## src/rtl/seq_pattern_tx_1011.sv

```systemverilog
// Serial pattern transmitter: shifts parallel words out MSB-first on xout and
// produces zexp, the per-cycle output of an ideal overlapping Mealy PATTERN detector on xout.
module seq_pattern_tx_1011 #(
  parameter int unsigned WIDTH      = 8,
  parameter int unsigned GAP_CYCLES = 0,
  parameter logic [3:0]  PATTERN    = 4'b1011
) (
  input  logic             clk,
  input  logic             rst,
  input  logic [WIDTH-1:0] din,
  input  logic             din_valid,
  output logic             din_ready,
  output logic             xout,
  output logic             xvalid,
  output logic             zexp,
  output logic             last,
  output logic             busy
);

  localparam int unsigned     CNT_W    = $clog2(WIDTH);
  localparam logic [CNT_W-1:0] LAST_IDX = CNT_W'(WIDTH - 1);
  localparam logic             GAP_EN   = (GAP_CYCLES != 0);
  localparam logic [7:0]       GAP_LAST = GAP_EN ? 8'(GAP_CYCLES - 1) : 8'd0;

  typedef enum logic [1:0] {
    IDLE  = 2'd0,
    SHIFT = 2'd1,
    GAP   = 2'd2
  } state_t;

  state_t           state, state_d;
  logic [WIDTH-1:0] shreg, shreg_d;
  logic [CNT_W-1:0] bit_cnt, bit_cnt_d;
  logic [7:0]       gap_cnt, gap_cnt_d;
  logic [2:0]       hist;
  logic             xout_d, xvalid_d;
  logic             accept;

  assign last      = (state == SHIFT) && (bit_cnt == LAST_IDX);
  assign busy      = (state != IDLE);
  // Back-to-back reload is only possible when no gap follows the word.
  assign din_ready = (state == IDLE) || (last && !GAP_EN);
  assign accept    = din_valid && din_ready;
  assign zexp      = ({hist, xout} == PATTERN);

  // Next-state and datapath.
  always_comb begin
    state_d   = state;
    shreg_d   = shreg;
    bit_cnt_d = bit_cnt;
    gap_cnt_d = gap_cnt;
    xout_d    = xout;
    xvalid_d  = xvalid;
    unique case (state)
      IDLE: begin
        if (accept) begin
          state_d   = SHIFT;
          shreg_d   = {din[WIDTH-2:0], 1'b0};
          xout_d    = din[WIDTH-1];
          xvalid_d  = 1'b1;
          bit_cnt_d = '0;
        end
      end
      SHIFT: begin
        if (last) begin
          if (GAP_EN) begin
            state_d   = GAP;
            gap_cnt_d = 8'd0;
            xout_d    = 1'b0;
            xvalid_d  = 1'b0;
          end else if (accept) begin
            shreg_d   = {din[WIDTH-2:0], 1'b0};
            xout_d    = din[WIDTH-1];
            xvalid_d  = 1'b1;
            bit_cnt_d = '0;
          end else begin
            state_d  = IDLE;
            xout_d   = 1'b0;
            xvalid_d = 1'b0;
          end
        end else begin
          shreg_d   = {shreg[WIDTH-2:0], 1'b0};
          xout_d    = shreg[WIDTH-1];
          bit_cnt_d = bit_cnt + CNT_W'(1);
        end
      end
      GAP: begin
        if (gap_cnt == GAP_LAST) begin
          state_d = IDLE;
        end else begin
          gap_cnt_d = gap_cnt + 8'd1;
        end
      end
      default: begin
        state_d  = IDLE;
        xout_d   = 1'b0;
        xvalid_d = 1'b0;
      end
    endcase
  end

  // State register; hist follows xout every cycle so zexp sees idle zeros too.
  always_ff @(posedge clk) begin
    if (!rst) begin
      state   <= IDLE;
      shreg   <= '0;
      bit_cnt <= '0;
      gap_cnt <= 8'd0;
      hist    <= 3'b000;
      xout    <= 1'b0;
      xvalid  <= 1'b0;
    end else begin
      state   <= state_d;
      shreg   <= shreg_d;
      bit_cnt <= bit_cnt_d;
      gap_cnt <= gap_cnt_d;
      hist    <= {hist[1:0], xout};
      xout    <= xout_d;
      xvalid  <= xvalid_d;
    end
  end

endmodule

```

## config.mk

```make
export PLATFORM = sky130hd
export DESIGN_NAME = seq_pattern_tx_1011
export DESIGN_NICKNAME = d
export VERILOG_FILES = /design/src/rtl/seq_pattern_tx_1011.sv
export SDC_FILE = /design/constraint.sdc
export NUM_CORES = 1
export LEC_CHECK = 0
export ABC_AREA = 1
export BUFFER_PORTS_ARGS = -buffer_cell sky130_fd_sc_hd__buf_2
export CELL_PAD_IN_SITES_DETAIL_PLACEMENT = 1
export CELL_PAD_IN_SITES_GLOBAL_PLACEMENT = 1
export CORE_MARGIN = 4
export CORE_UTILIZATION = 30
export DETAILED_ROUTE_END_ITERATION = 7
export PLACE_DENSITY = 0.76
export RECOVER_POWER = 25
export SETUP_SLACK_MARGIN = 0.3
export SYNTH_ARGS = -nofsm -noshare
export SYNTH_HDL_FRONTEND = slang
export SYNTH_SLANG_ARGS = --single-unit
```

## constraint.sdc

```tcl
create_clock -name clk -period 1.2 [get_ports clk]
set_input_delay 0.18 -clock clk [delete_from_list [all_inputs] [get_ports clk]]
set_output_delay 0.18 -clock clk [all_outputs]
set_load 0.02 [all_outputs]
```

# ---- Word level (Yosys, flattened, before mapping)
# Cells that the tools add are included.
dict set report word_totals {
  register_bits 26
  latchBits 0
  ram_bits 0
  romBits 0
  out_inout_bits 6
  memories 0
}
dict set report op_classes {
  addsub 2
  n_mul 0
  div 0
  n_lt_le_gt_ge 0
  eq_ne 8
  shift 0
  n_mux 19
  n_bitwise 2
  reduce_logical 11
}
# operator n
set op_table {}
lappend op_table {{8-bit 2-to-1 mux} 2}
lappend op_table {{8-bit case mux with 2 select lines} 1}
lappend op_table {{8-bit by 1-bit adder with 8-bit output (second input constant)} 1}
lappend op_table {{8-bit zero test} 1}
lappend op_table {{2-bit 2-to-1 mux} 4}
lappend op_table {{2-bit != test (second input constant)} 4}
lappend op_table {{1-bit 2-to-1 mux} 6}
lappend op_table {{3-bit 2-to-1 mux} 2}
lappend op_table {{1-bit case mux with 3 select lines} 2}
lappend op_table {{2-bit case mux with 3 select lines} 1}
lappend op_table {{3-bit case mux with 2 select lines} 1}
lappend op_table {{4-bit equality test (second input constant)} 1}
lappend op_table {{2-bit AND reduction} 2}
lappend op_table {{4-bit AND reduction} 1}
lappend op_table {{2-bit nonzero test} 2}
lappend op_table {{3-bit by 1-bit adder with 3-bit output (second input constant)} 1}
lappend op_table {{3-bit equality test (second input constant)} 1}
lappend op_table {{3-bit AND reduction} 1}
lappend op_table {{2-bit by 1-bit equality test with 1-bit output (second input constant)} 1}
lappend op_table {{2-bit equality test (second input constant)} 1}
lappend op_table {{1-bit logical AND} 2}
lappend op_table {{2-bit zero test} 1}
lappend op_table {{1-bit NOT} 2}
lappend op_table {{1-bit logical OR} 1}

# ---- Depth between registers and ports, before layout
dict set report logic_depth {
  ltp_word 7
  ltp_mapped 9
  ltp_nobuf 8
}

# ---- Worst setup path after synthesis
# Ideal clock, no wire load.
dict set report synth_timing {
  path_kind {register to register}
  from {register bit_cnt[0]}
  to {register shreg[1]}
  setup_ns 0.109
  arrival_ns 1.244
  t_required_ns 1.091
  slack_ns -0.153
  path_stages_with_launch 10
  n_path_buf 1
  cell_sequence {dfxtp_1 > ha_1 > ha_1 > inv_1 > nand2_4 > buf_6 > nand3_1 > nand3_1 > nand2_1 > inv_1}
}
dict set report synth_via {
  elab_chain_cells 7
}
# item line
set synth_lines {}
lappend synth_lines {{start: declaration} 33} ;# logic [CNT_W-1:0] bit_cnt, bit_cnt_d;
lappend synth_lines {{start signal: assignment} 115} ;# bit_cnt <= bit_cnt_d;
lappend synth_lines {{3-bit equality test *} 39} ;# assign last = (state == SHIFT) && (bit_cnt == LAST_IDX);
lappend synth_lines {{1-bit logical AND *} 39}
lappend synth_lines {{1-bit logical OR *} 42} ;# assign din_ready = (state == IDLE) || (last && !GAP_EN);
lappend synth_lines {{named net din_ready} 12} ;# output logic din_ready,
lappend synth_lines {{1-bit logical AND *} 43} ;# assign accept = din_valid && din_ready;
lappend synth_lines {{8-bit 2-to-1 mux *} -}
lappend synth_lines {{8-bit 2-to-1 mux} 65} ;# if (last) begin
lappend synth_lines {{8-bit case mux with 2 select lines *} 54} ;# unique case (state)
lappend synth_lines {{end signal: assignment} 114} ;# shreg <= shreg_d;
lappend synth_lines {{end: declaration} 32} ;# logic [WIDTH-1:0] shreg, shreg_d;
# Mark *: on every way through the listed nets, which the timed path passes. The rest lies on a longest branch.
# A chain may end at the register's enable or synchronous reset.

# ---- Worst setup path in the final report
dict set report layout_timing {
  from {register bit_cnt[1]}
  to {register xout}
}
dict set report layout_via {
  elab_chain_cells 7
  word_cells_on_any_way 9
  cone_classes {eq/ne: 2; mux: 3; reduce/logical: 4}
}
# item line
set layout_lines {}
lappend layout_lines {{3-bit equality test *} 39}
lappend layout_lines {{1-bit logical AND *} 39}
lappend layout_lines {{1-bit logical OR} 42}
lappend layout_lines {{1-bit logical AND} 43}
lappend layout_lines {{1-bit 2-to-1 mux} 71} ;# end else if (accept) begin
lappend layout_lines {{1-bit 2-to-1 mux} 65}
lappend layout_lines {{1-bit case mux with 3 select lines} 54}
lappend layout_lines {{end signal: assignment} 118} ;# xout <= xout_d;
lappend layout_lines {{end: declaration} 13} ;# output logic xout,
# Every way passes the cells marked *; elsewhere a longest branch is shown, timed or not.

==> parameters.txt <==
Parameter                              Value

Floorplan
  Area of the die    0.00338 sq mm
  Width of the die    58.2 um
  Core area    0.00230 sq mm
  Starting density of the core    0.328
  Number of ports placed on the die boundary    17
  Die height    58.2 um
  Row cnt    17

Detailed routing
  Met1 Wirelength    944 um
  Average wire per cell in the routed design    13.3 um
  Detail-routed via count per cell    4.59
  Final WL    2150 um
  Highest signal layer in the routed design    met4
  Routed wire length on met3    89 um
  Routed length on met2    1060 um
  Router iterations before antenna repair    4
  Post-route DRC violation count    0
  Number of design-rule violations left by the first detailed-router iteration    14
  Detailed-route via count    743
  Antenna viol nets, final    0

Timing
  Period Utilization, post-route    1.18
  Count of endpoints failing hold in the final timing report    0
  Setup violators final    16
  Pin slew with the least headroom to its limit    254 ps
  Pins Over Slew Limit    0
  Unrepaired setup endpoints after global routing    true
  Worst slew slack as a fraction of its limit    0.831
  Post-route setup slack    -218 ps
  Maximum clock skew at final layout    4.57 ps
  Post-layout minimum cycle time    1420 ps
  FMAX    0.705 GHz

Final layout
  Most common library cell in the layout ignoring fill and taps    sky130_fd_sc_hd__nand2_1
  Final nets    148
  Final instance count without filler cells    162
  Proportion of layout cells with a drive suffix above 1    0.455
  Diode count    0
  Final instance area    0.00115 sq mm
  Synth-to-Final Area Change    52.2%
  Commonest cells after routing, fill and taps aside    sky130_fd_sc_hd__nand2_1 (22), sky130_fd_sc_hd__nand3_1 (16), sky130_fd_sc_hd__buf_6 (13)

GRT
  Overall track demand over capacity in global routing    0.139
  Number of global-route vias before repair    736
  Grt total ovfl    0
  Pin count of the biggest net entering global routing    14
  Global-route wire length before repair    3460 um
  Initial antenna violation count    0

Pwr
  Leak    0.595 nW
  Sequential Power Share    0.533
  Tot Pwr    1.15 mW
  Proportion of power drawn by the clock network    0.264
  Switching power summed over all nets    0.318 mW
  Cell-internal power    0.834 mW
  Cell area power density    1000 mW/mm^2
  Switching power as a share of total power    0.276
  Share of power burned in combinational logic    0.203
  Worst IR Drop VDD    0.000731 V

Synthesis
  Synthesized cell area    754 sq um
  Mux contribution to synthesized area    0
  Number of cells produced by synthesis    104
  Basic-gate share of the synthesized area counting and, or, nand and nor cells    0.355
  Yosys warning total    0
  Number of nets produced by synthesis    117
  Sequential fraction of the synthesis area    0.451
  FF+latch count, synth    17
  Complex-gate fraction of the synthesized area    0.0332
  Dominant combinational cell family by area after synthesis    simple AND/OR/NAND/NOR gates
  Synth Area in XOR/XNOR    0
  Synth Area in Adders    0.0332
  Post-synth cell types    14
  Post-Syn Area per Cell    7.25 sq um

Clock network
  Clock root buffer    sky130_fd_sc_hd__clkbuf_4
  Sink count of the clock tree    17
  Depth of the CTS H-tree    1
  Clock insertion delay at the later pin of the skew report    290 ps
  Clock-pin slew reported for the worst setup and hold paths after clock tree synthesis    100 ps
  Hold buffer count at cts    0
  Maximum clock insertion buffer count    2
  CTS Buf Count    3
  CTS tree    built

Outcome
  Outcome    finished with violations
  Violations in the final reports    setup timing

Setup path
  Critical setup path kind    reg2reg
  Worst Path Arrival    1640 ps
  Maximum net fanout on the critical path    6
  Critical Path Start Type    flip-flop
  CP Capture Type    flip-flop
  Required time of the critical path    1430 ps

Hold path
  Tightest Hold Check Type    in2reg

Place
  Dpl hpwl    1360 um
  Input/output buffers    16
  Cell total after placement    148
  Placer's final routability congestion estimate    0.681
  Area post-placement    932 sq um
  Setup slack after placement    -89.5 ps

Run
  Max-cap check violation count    0
==> kinds of logic (layout without fill, tap and decap cells) <==
family                     Yosys count  in the layout
buffers and inverters               21             51
AOI/OAI and AO/OA                    5              5
DFF                                 17             17
adders and majority gates            2              2
and+or+nand+nor                     59             59
==> cell usage after synthesis <==
cell | count | share of area
sky130_fd_sc_hd__a21oi_1 | 4 | 0.027
sky130_fd_sc_hd__buf_2 | 2 | 0.013
sky130_fd_sc_hd__buf_6 | 2 | 0.030
sky130_fd_sc_hd__dfxtp_1 | 17 | 0.45
sky130_fd_sc_hd__ha_1 | 2 | 0.033
sky130_fd_sc_hd__inv_1 | 15 | 0.075
sky130_fd_sc_hd__inv_2 | 2 | 0.010
sky130_fd_sc_hd__nand2_1 | 28 | 0.14
sky130_fd_sc_hd__nand2_4 | 1 | 0.015
sky130_fd_sc_hd__nand3_1 | 22 | 0.15
sky130_fd_sc_hd__nor2_1 | 6 | 0.030
sky130_fd_sc_hd__nor2_4 | 1 | 0.015
sky130_fd_sc_hd__nor3b_1 | 1 | 0.010
sky130_fd_sc_hd__o21ai_1 | 1 | 0.0066
==> state kept, by name (all words and copies together), names as in the netlist <==
| signal | count |
|---|---|
| shreg | 8 |
| bit_cnt | 3 |
| hist | 3 |
| state | 1 |
| xout | 1 |
| xvalid | 1 |
==> critical path, cell delays in order, from the launching register on <==
cell,delay [ps]
sky130_fd_sc_hd__dfxtp_2,350
sky130_fd_sc_hd__ha_4,160
sky130_fd_sc_hd__ha_4,170
sky130_fd_sc_hd__buf_6,110
sky130_fd_sc_hd__nor2_4,140
sky130_fd_sc_hd__buf_6,140
sky130_fd_sc_hd__nand2_2,50
sky130_fd_sc_hd__nand2_1,70
sky130_fd_sc_hd__nor2_1,50
sky130_fd_sc_hd__nor2_1,100
==> per-stage QoR <==
stage	utilization	hold WS (ps)	TNS (ps)
2_1_floorplan	-	306	-170
3_3_place_gp	0.406	425	-26.9
3_5_place_dp	0.406	441	-229
4_1_cts	0.475	204	-2200
5_1_grt	0.500	212	-3650
6_report	0.500	207	-2240
==> path summary, 6_finish.rpt <==
kind,from,to,slack [ps],depth (start not counted)
max reg2reg,bit_cnt[1],xout,-220,9
min,din[5],shreg[6],210,5
min reg2reg,shreg[0],shreg[0],460,2
max,bit_cnt[1],xout,-220,9
==> repair_timing <==
| item | CTS | global route |
|---|---|---|
| gates resized for setup | 26 | 10 |
| setup buffers | 7 | 3 |
| pin swaps | 7 | 6 |
| endpoints found under the setup margin | 20 | 20 |
==> routing by layer <==
metal | vias up | track usage
met2 | 16 | 0.245
met4 | 0 | 0.0464
met1 | 340 | 0.158
met3 | 4 | 0.0423
met5 | - | 0
li1 | 383 | -
==> power groups by stage <==
| stage | Combinational [mW] | Sequential [mW] | Clock, mW |
|---|---|---|---|
| after floorplan | 0.104 | 0.633 | 0 |
| final | 0.234 | 0.614 | 0.304 |
| after detailed placement | 0.165 | 0.626 | 0 |
| after global placement | 0.159 | 0.625 | 0 |
| after CTS | 0.211 | 0.615 | 0.323 |
| after global routing | 0.257 | 0.618 | 0.357 |
==> layout make-up <==
class	count	area (sq um)
multi-input cells	66	420
inverters	17	66.3
fillers	285	1150
well taps	28	35.0
flip-flops and latches	17	352
clock buffers	4	26.3
repair buffers	30	249
Power figures use the tool's default switching activity.
